File: config.mk
export PLATFORM = sky130hd
export DESIGN_NAME = tiny_mmio_resp
export DESIGN_NICKNAME = d
export VERILOG_FILES = /design/src/rtl/tiny_mmio_resp.sv
export SDC_FILE = /design/constraint.sdc
export NUM_CORES = 1
export LEC_CHECK = 0
export CAP_MARGIN = 25
export CELL_PAD_IN_SITES_DETAIL_PLACEMENT = 1
export CELL_PAD_IN_SITES_GLOBAL_PLACEMENT = 2
export CORE_ASPECT_RATIO = 1.4
export CORE_MARGIN = 1
export CORE_UTILIZATION = 33
export DETAILED_ROUTE_END_ITERATION = 10
export GPL_TIMING_DRIVEN = 0
export PLACE_DENSITY = 0.73
export RECOVER_POWER = 100
export SYNTH_ARGS = -nofsm -noshare
export SYNTH_HDL_FRONTEND = slang
export SYNTH_SLANG_ARGS = --single-unit
File: constraint.sdc
create_clock -name clk -period 2.4 [get_ports clk]
set_input_delay 0.36 -clock clk [delete_from_list [all_inputs] [get_ports clk]]
set_output_delay 0.36 -clock clk [all_outputs]
set_load 0.02 [all_outputs]
File: src/rtl/tiny_mmio_resp.sv
// tiny_mmio_resp -- memory-mapped byte responder on the core data bus.
//
// Decodes a 4-byte window at BASE in data space (ramsel=1):
//   offset 0 DATA   : write pushes into the TX FIFO, read peeks the head (0 if empty)
//   offset 1 STATUS : {timer_flag, underflow, overflow, count[2:0], full, empty};
//                     reading clears bits 7:5 (a same-cycle set wins)
//   offset 2 CMP    : timer compare register (read/write)
//   offset 3 CNT    : timer counter (read, write loads)
//
// Build option: define TINY_MMIO_TIMER_EN to include the timer (CMP, CNT,
// STATUS bit 7, irq). Without it, offsets 2/3 read 0, writes there are
// ignored, and irq is tied low.
//
// Ports:
//   clk, reset          single clock, asynchronous active-high reset
//   read, write         core bus strobes
//   addr, wdata         core bus address and write data
//   ramsel              1 = data space access
//   rdata               registered read data, valid the cycle after the read strobe
//   tx_data, tx_valid   FIFO head and non-empty indication
//   tx_ready            sink acceptance
//   irq                 timer flag level
//
// Drain handshake: tx_valid is high whenever the FIFO holds data and tx_data
// is the head entry; the head is consumed on every rising edge where
// tx_valid && tx_ready. tx_valid never depends on tx_ready.
//
// DEPTH must be 2 or 4; pointers use the natural binary wrap at those sizes.

module tiny_mmio_resp #(
   parameter logic [7:0] BASE  = 8'hFC,
   parameter int         DEPTH = 4
) (
   input  logic       clk,
   input  logic       reset,
   input  logic       read,
   input  logic       write,
   input  logic [7:0] addr,
   input  logic [7:0] wdata,
   input  logic       ramsel,
   output logic [7:0] rdata,
   output logic [7:0] tx_data,
   output logic       tx_valid,
   input  logic       tx_ready,
   output logic       irq
);

   localparam int         PW       = (DEPTH == 4) ? 2 : 1;
   localparam logic [2:0] FULL_CNT = 3'(DEPTH);

   logic [7:0]    mem_q [DEPTH];
   logic [7:0]    mem_d [DEPTH];
   logic [PW-1:0] rd_ptr_q, rd_ptr_d;
   logic [PW-1:0] wr_ptr_q, wr_ptr_d;
   logic [2:0]    count_q, count_d;
   logic          ovf_q, ovf_d;
   logic          udf_q, udf_d;
   logic [7:0]    rdata_q, rdata_d;

   logic          sel, wr_en, rd_en, status_rd;
   logic [1:0]    off;
   logic          empty, full, push, pop, push_ok;
   logic [7:0]    head, status;

   // Timer-facing values; tied to zero when the timer is not built.
   logic          tflag;
   logic [7:0]    cmp_rd, cnt_rd;

   assign sel       = ramsel && (addr[7:2] == BASE[7:2]);
   assign off       = addr[1:0];
   assign wr_en     = sel && write;
   assign rd_en     = sel && read;
   assign status_rd = rd_en && (off == 2'd1);

   assign empty    = (count_q == 3'd0);
   assign full     = (count_q == FULL_CNT);
   assign head     = mem_q[rd_ptr_q];
   assign pop      = !empty && tx_ready;
   assign push     = wr_en && (off == 2'd0);
   // A push into a full FIFO still fits when the head leaves on the same edge.
   assign push_ok  = push && (!full || pop);

   assign status   = {tflag, udf_q, ovf_q, count_q, full, empty};

   assign tx_valid = !empty;
   assign tx_data  = empty ? 8'h00 : head;
   assign rdata    = rdata_q;

   always_comb begin
      mem_d    = mem_q;
      rd_ptr_d = rd_ptr_q;
      wr_ptr_d = wr_ptr_q;
      count_d  = count_q + 3'(push_ok) - 3'(pop);
      ovf_d    = ovf_q;
      udf_d    = udf_q;
      rdata_d  = rdata_q;

      if (push_ok) begin
         mem_d[wr_ptr_q] = wdata;
         wr_ptr_d        = wr_ptr_q + 1'b1;
      end
      if (pop) begin
         rd_ptr_d = rd_ptr_q + 1'b1;
      end

      // Sticky bits: clear on STATUS read, but a set in the same cycle wins.
      if (status_rd) begin
         ovf_d = 1'b0;
         udf_d = 1'b0;
      end
      if (push && full && !pop) begin
         ovf_d = 1'b1;
      end
      if (rd_en && (off == 2'd0) && empty) begin
         udf_d = 1'b1;
      end

      if (rd_en) begin
         case (off)
            2'd0:    rdata_d = empty ? 8'h00 : head;
            2'd1:    rdata_d = status;
            2'd2:    rdata_d = cmp_rd;
            default: rdata_d = cnt_rd;
         endcase
      end
   end

   always_ff @(posedge clk or posedge reset) begin
      if (reset) begin
         for (int i = 0; i < DEPTH; i++) begin
            mem_q[i] <= 8'h00;
         end
         rd_ptr_q <= '0;
         wr_ptr_q <= '0;
         count_q  <= 3'd0;
         ovf_q    <= 1'b0;
         udf_q    <= 1'b0;
         rdata_q  <= 8'h00;
      end else begin
         mem_q    <= mem_d;
         rd_ptr_q <= rd_ptr_d;
         wr_ptr_q <= wr_ptr_d;
         count_q  <= count_d;
         ovf_q    <= ovf_d;
         udf_q    <= udf_d;
         rdata_q  <= rdata_d;
      end
   end

`ifdef TINY_MMIO_TIMER_EN
   logic [7:0] cmp_q, cmp_d;
   logic [7:0] cnt_q, cnt_d;
   logic       tflag_q, tflag_d;
   logic       match;

   always_comb begin
      match   = (cnt_q == cmp_q);
      cmp_d   = cmp_q;
      tflag_d = tflag_q;

      if (wr_en && (off == 2'd2)) begin
         cmp_d = wdata;
      end

      // A CNT write beats both the match reload and the free-running increment.
      if (wr_en && (off == 2'd3)) begin
         cnt_d = wdata;
      end else if (match) begin
         cnt_d = 8'h00;
      end else begin
         cnt_d = cnt_q + 8'h01;
      end

      if (status_rd) begin
         tflag_d = 1'b0;
      end
      if (match) begin
         tflag_d = 1'b1;
      end
   end

   always_ff @(posedge clk or posedge reset) begin
      if (reset) begin
         cmp_q   <= 8'hFF;
         cnt_q   <= 8'h00;
         tflag_q <= 1'b0;
      end else begin
         cmp_q   <= cmp_d;
         cnt_q   <= cnt_d;
         tflag_q <= tflag_d;
      end
   end

   assign tflag  = tflag_q;
   assign cmp_rd = cmp_q;
   assign cnt_rd = cnt_q;
   assign irq    = tflag_q;
`else
   assign tflag  = 1'b0;
   assign cmp_rd = 8'h00;
   assign cnt_rd = 8'h00;
   assign irq    = 1'b0;
`endif

endmodule

==> reports/summary.txt <==
status: complete, no violations
number of global-route vias before repair: 1782
fillers: 755
post-synth cell types: 34
antenna violations before repair: 0
Yosys top cell area share: 0.520
PD cells: 710 nW/um^2
CP Cell Sequence: dlygate4sd2_1, or3b_4, or4b_4, ha_4, inv_4, ha_4, inv_2, fa_2, xnor2_2, xnor2_1
Antenna Cells: 0
grt ovf: 0
Area contributors post-synth: dfrtp_1 52%, mux2_2 15%, mux4_2 7.6%
Final GP Congestion: 0.703
Yosys reg bits: 49
Post-synth top cells: 49 x dfrtp_1, 32 x mux2_2, 10 x a22o_1, 9 x and2_1
Placed Instances: 300
fin cells: 316
Seq/Total Area, Yosys: 0.520
hold violation count in the final report: 0
First-pass DRT Iterations: 3
Syn Area/Cell: 14.2 sq um
Die Width: 73.5 um
Clock Skew: 9.58 ps
peak supply drop: 0.000277 V
Initial DRC Count: 38
HPWL Detailed: 4.26 mm
CTS root buf: clkbuf_8
Synth async-reset ratio: 1.00
RSZ-0062 raised after global routing: no
die area: 7500 sq um
Top delay family on crit path: simple AND/OR/NAND/NOR gates
CP Buf/Inv Count: 3
WL/cell: 18.6 um
fmax: 0.425 GHz
final WL: 5.87 mm
Mapped Area: 2360 sq um
syn_nets: 195
Synth area leader: dfrtp_1
setup tns final: 0 ps
CP endpoint kind: register
Hold Path Class: primary input to register
minimum clock period: 2350 ps
slowest stage cell, crit path: or4b_4
max cap viols: 0
Slew Limit Fails: 0
Ports: 40
clock sink count: 49
Period Utilization, post-route: 0.981
GRT Util Overall: 0.174
clock-pin slew on the worst setup and hold paths: 90 ps
initial core utilization: 0.340
Area Overhead vs Synth: 31.2%
area of the multi-input gates: 1120 sq um
vias: 1552
Worst EP arrival: 2560 ps
Placeable Area: 6940 sq um
Routed Antenna Nets: 0
floorplan row count: 36
Crit Path Class: primary input to register
largest net degree at the start of global routing: 40
number of synthesis warnings: 0
DRC violations left: 0
Pwr Total: 2.20 mW
CP max stage delay: 520 ps
clock buffer depth: 2
port buffer count: 38
CTS tree: yes
vias per inst: 4.91
Worst Path Max Fanout: 2
CTS buffer count: 5
Skew-Pair Late Insertion Delay: 320 ps
hold buffers post-CTS: 0
Setup-failing EPs final: 0
fraction of layout cells with a size suffix above 1: 0.353
H-Tree Depth: 2
required time at the worst-slack endpoint: 2600 ps
Nets: 249
count leader, synth: dfrtp_1
Critical Path Start Type: primary input
Synth Instances: 166
Most common cell on crit path: ha_4
number of synthesized flops with an enable pin: 0
sequential cell area: 1230 sq um
Least-Margin Pin Slew: 1010 ps
Die Ht: 102 um
first-pass GRT wire length: 9.45 mm
Post-synth top flop: dfrtp_1
Static Leak: 1.54 nW
Slew headroom: 0.328
[worst register-to-register path: stages, from the launching register on]
cell and delay, ps:
dfrtp_2 480, nor4b_4 90, or4b_4 550, ha_4 260, inv_4 50, ha_4 110, inv_2 40, fa_2 350
xnor2_2 150, xnor2_1 120
[metal layers]
layer  global-route usage  vias up  wire [um]
met4               0.0607        0        124
met5                    0        -          0
met3               0.0335       10        219
li1                     -      707          -
met2                0.324       37       3380
met1                0.193      798       2150
[registers in the layout, indices dropped and copies added (netlist names)]
register,count
rd_ptr_q,2
wr_ptr_q,2
count_q,3
rdata,8
udf_q,1
ovf_q,1
mem_q,32
[metrics by stage]
step                setup WS, ps  hold WS [ps]  area [sq um]  utilization
floorplan                   -104           457          2370            -
global placement            -756           464          2870        0.413
detailed placement          -810           460          2890        0.416
CTS                        -54.2           306          3050        0.440
global route                4.20           352          3100        0.446
finish                      46.2           328          3100        0.446
[cell type report]
cell class,instances,share of cell area
sequential,49,0.397
multi-input combinational,104,0.361
timing repair buffer,48,0.148
tap,95,0.0384
clock buffer,5,0.0222
clock inverter,3,0.0141
inverter,8,0.0105
buffer,4,0.00849
[power breakdown]
| group | total [mW] | switching [mW] | leakage (nW) | internal (mW) |
|---|---|---|---|---|
| Sequential | 0.993 | 0.107 | 0.669 | 0.887 |
| Clock | 0.617 | 0.304 | 0.0585 | 0.313 |
| Combinational | 0.589 | 0.271 | 0.809 | 0.318 |
[final timing paths]
check                                     startpoint                    end  slack, ps  cells after the start
worst max-delay path                           write   count_q[2]$_DFF_PP0_         50                     10
worst min-delay path                         addr[1]   rdata[1]$_DFFE_PP0N_        330                      2
worst max register to register  count_q[0]$_DFF_PP0_   count_q[2]$_DFF_PP0_         80                      9
worst min register to register  rdata[1]$_DFFE_PP0N_   rdata[1]$_DFFE_PP0N_        470                      2
max in group asynchronous                      reset   count_q[2]$_DFF_PP0_        550                      3
min in group asynchronous                      reset  mem_q[17]$_DFFE_PP0P_        470                      2
[cells in the final DEF, fill, tap and decap left out, types with 2 or more instances in the layout]
cell type        netlist  routed
a21oi_1                2       2
a22o_1                10      10
and2_0                 0       5
and2_1                 9       4
buf_4                  1       9
clkbuf_1               3       2
clkbuf_8               0       5
clkdlybuf4s50_1        0       8
dfrtp_1               49      46
dfrtp_2                0       3
dlygate4sd2_1          0       9
dlygate4sd3_1          0      11
dlymetal6s2s_1         0       8
ha_1                   6       4
ha_4                   0       2
inv_1                  8       5
inv_2                  0       2
mux2_1                 2       2
mux2_2                32      32
mux2i_1                2       2
mux4_2                 8       8
nand2_1                4       8
nand4_1                2       2
nor2_1                 2       2
o41ai_1                2       2
xnor2_1                4       3
[cell families (layout without fill, tap and decap cells)]
| logic type | Yosys count | after routing | synth area share |
|---|---|---|---|
| AOI/OAI and AO/OA | 15 | 15 | 0.0525 |
| xor gates and xnor gates | 5 | 5 | 0.0186 |
| other | 1 | 1 | 0.00159 |
| muxes | 44 | 44 | 0.247 |
| and+or+nand+nor | 32 | 32 | 0.0976 |
| DFF | 49 | 49 | 0.520 |
| adders and majority gates | 7 | 7 | 0.0403 |
| buffers and inverters | 13 | 68 | 0.0228 |
[what timing repair did]
action | 4_1_cts | 5_1_grt
endpoints found under the setup margin | 11 | 2
buffers inserted | 3 | 6
pin swaps | 6 | 6
resized for setup | 27 | 14
No activity file was read; power rests on OpenSTA's default activity.
==> RTL change (same settings) <==
The parameter `DEPTH` goes from 4 to 2. Comments in the files are not updated.
--- a/src/rtl/tiny_mmio_resp.sv
+++ b/src/rtl/tiny_mmio_resp.sv
@@ -29,7 +29,7 @@
 
 module tiny_mmio_resp #(
    parameter logic [7:0] BASE  = 8'hFC,
-   parameter int         DEPTH = 4
+   parameter int         DEPTH = 2
 ) (
    input  logic       clk,
    input  logic       reset,
Check against the original RTL: not equivalent (a bounded check fails within 4 cycles, from zero or initial values and one cycle with reset high).
==> RTL change against the unedited design <==
- maximum frequency increased by 1.4%
- total power decreased by 31%
- cell area decreased by 32%
- sequential cell count decreased by 18
- core utilization increased by 2.3 points
- wire length decreased by 38%
- first-iteration DRC count decreased by 68%
- clock power decreased by 25%
- synthesized cell count decreased by 20%
- worst setup slack improved by 32 ps
- cell count decreased by 23%
- area after synthesis decreased by 34%
- critical endpoint unchanged
==> RTL change: results (changes against the unedited design) <==
[place]
dpl_cell_area_sq_um=2020  ; -30%
pre_cts_ws_ps=-252  ; +558 ps
port_buffers=37  ; -2.6%
dpl.cell_count=232  ; -23%

[global_route]
grt_pass1_vias=1306  ; -27%
grt_use_met3=0.0483  ; +0.0148
track_usage=0.178  ; +0.00412

[yosys]
synth_compound_area_frac=0.0720  ; +0.0195
synth_area_leaders=dfrtp_1 50%, mux2_4 7.8%, mux2_2 5.8%
synth_fp_nets=157  ; -19%
avgSynthCellArea_sq_um=11.7  ; -18%

[power_and_ir_drop]
power_leakage_nw=1.03  ; -33%
ir_drop_uv=338  ; +22%
pwr-share-seq=0.414  ; -0.038
p_switching_w=0.000480  ; -30%

[timing]
clock_skew_ps=7.43  ; -2.15 ps

[layout]
clk_share=0.0492  ; +0.0128
fin_area_sq_um=2110  ; -32%
nClkBuffers=7  ; +2
multi_input_cells=88  ; -15%
fin_nets=204  ; -18%
nNonClkBuffers=47  ; -9.6%
nNonClkInverters=6  ; -2

[drt]
drt_iter0_markers=12  ; -68%
firstDrtPassIters=4  ; +1
via_count=1145  ; -26%

[min_path]
min_to=ovf_q$_DFFE_PP0P_
whs_path_depth=4  ; +2

[worst_setup_path]
r2r_cells=8  ; -1
cpPeakStageDelay_ps=570  ; +50 ps

[clock_tree]
clk_latency_ps=290  ; -30 ps
clk_pin_slew_worst_paths_ps=60  ; -30 ps
post-cts-setup-buffers=2  ; -1

[outcome]
outcome=complete, no violations

==> RTL change: cell types whose count changed in the layout (fill, tap and decap cells not counted), moves of 5 or more <==
cell and change:
a22o_1 -7, and2_0 -5, buf_4 -6, clkdlybuf4s50_1 +17, dfrtp_1 -15, dlygate4sd2_1 -9
dlymetal6s2s_1 -7, mux2_2 -24, mux2i_1 +6, mux4_2 -8, nor2_1 +9, o21ai_0 +9
==> RTL change: worst max-delay path by stage <==
stage,start,to
2_1_floorplan,count_q[0]$_DFF_PP0_,count_q[2]$_DFF_PP0_
3_3_place_gp,tx_ready,count_q[2]$_DFF_PP0_
3_5_place_dp,count_q[0]$_DFF_PP0_,count_q[2]$_DFF_PP0_
4_1_cts,addr[1],count_q[2]$_DFF_PP0_
5_1_grt,tx_ready,count_q[2]$_DFF_PP0_
6_report,tx_ready,count_q[2]$_DFF_PP0_
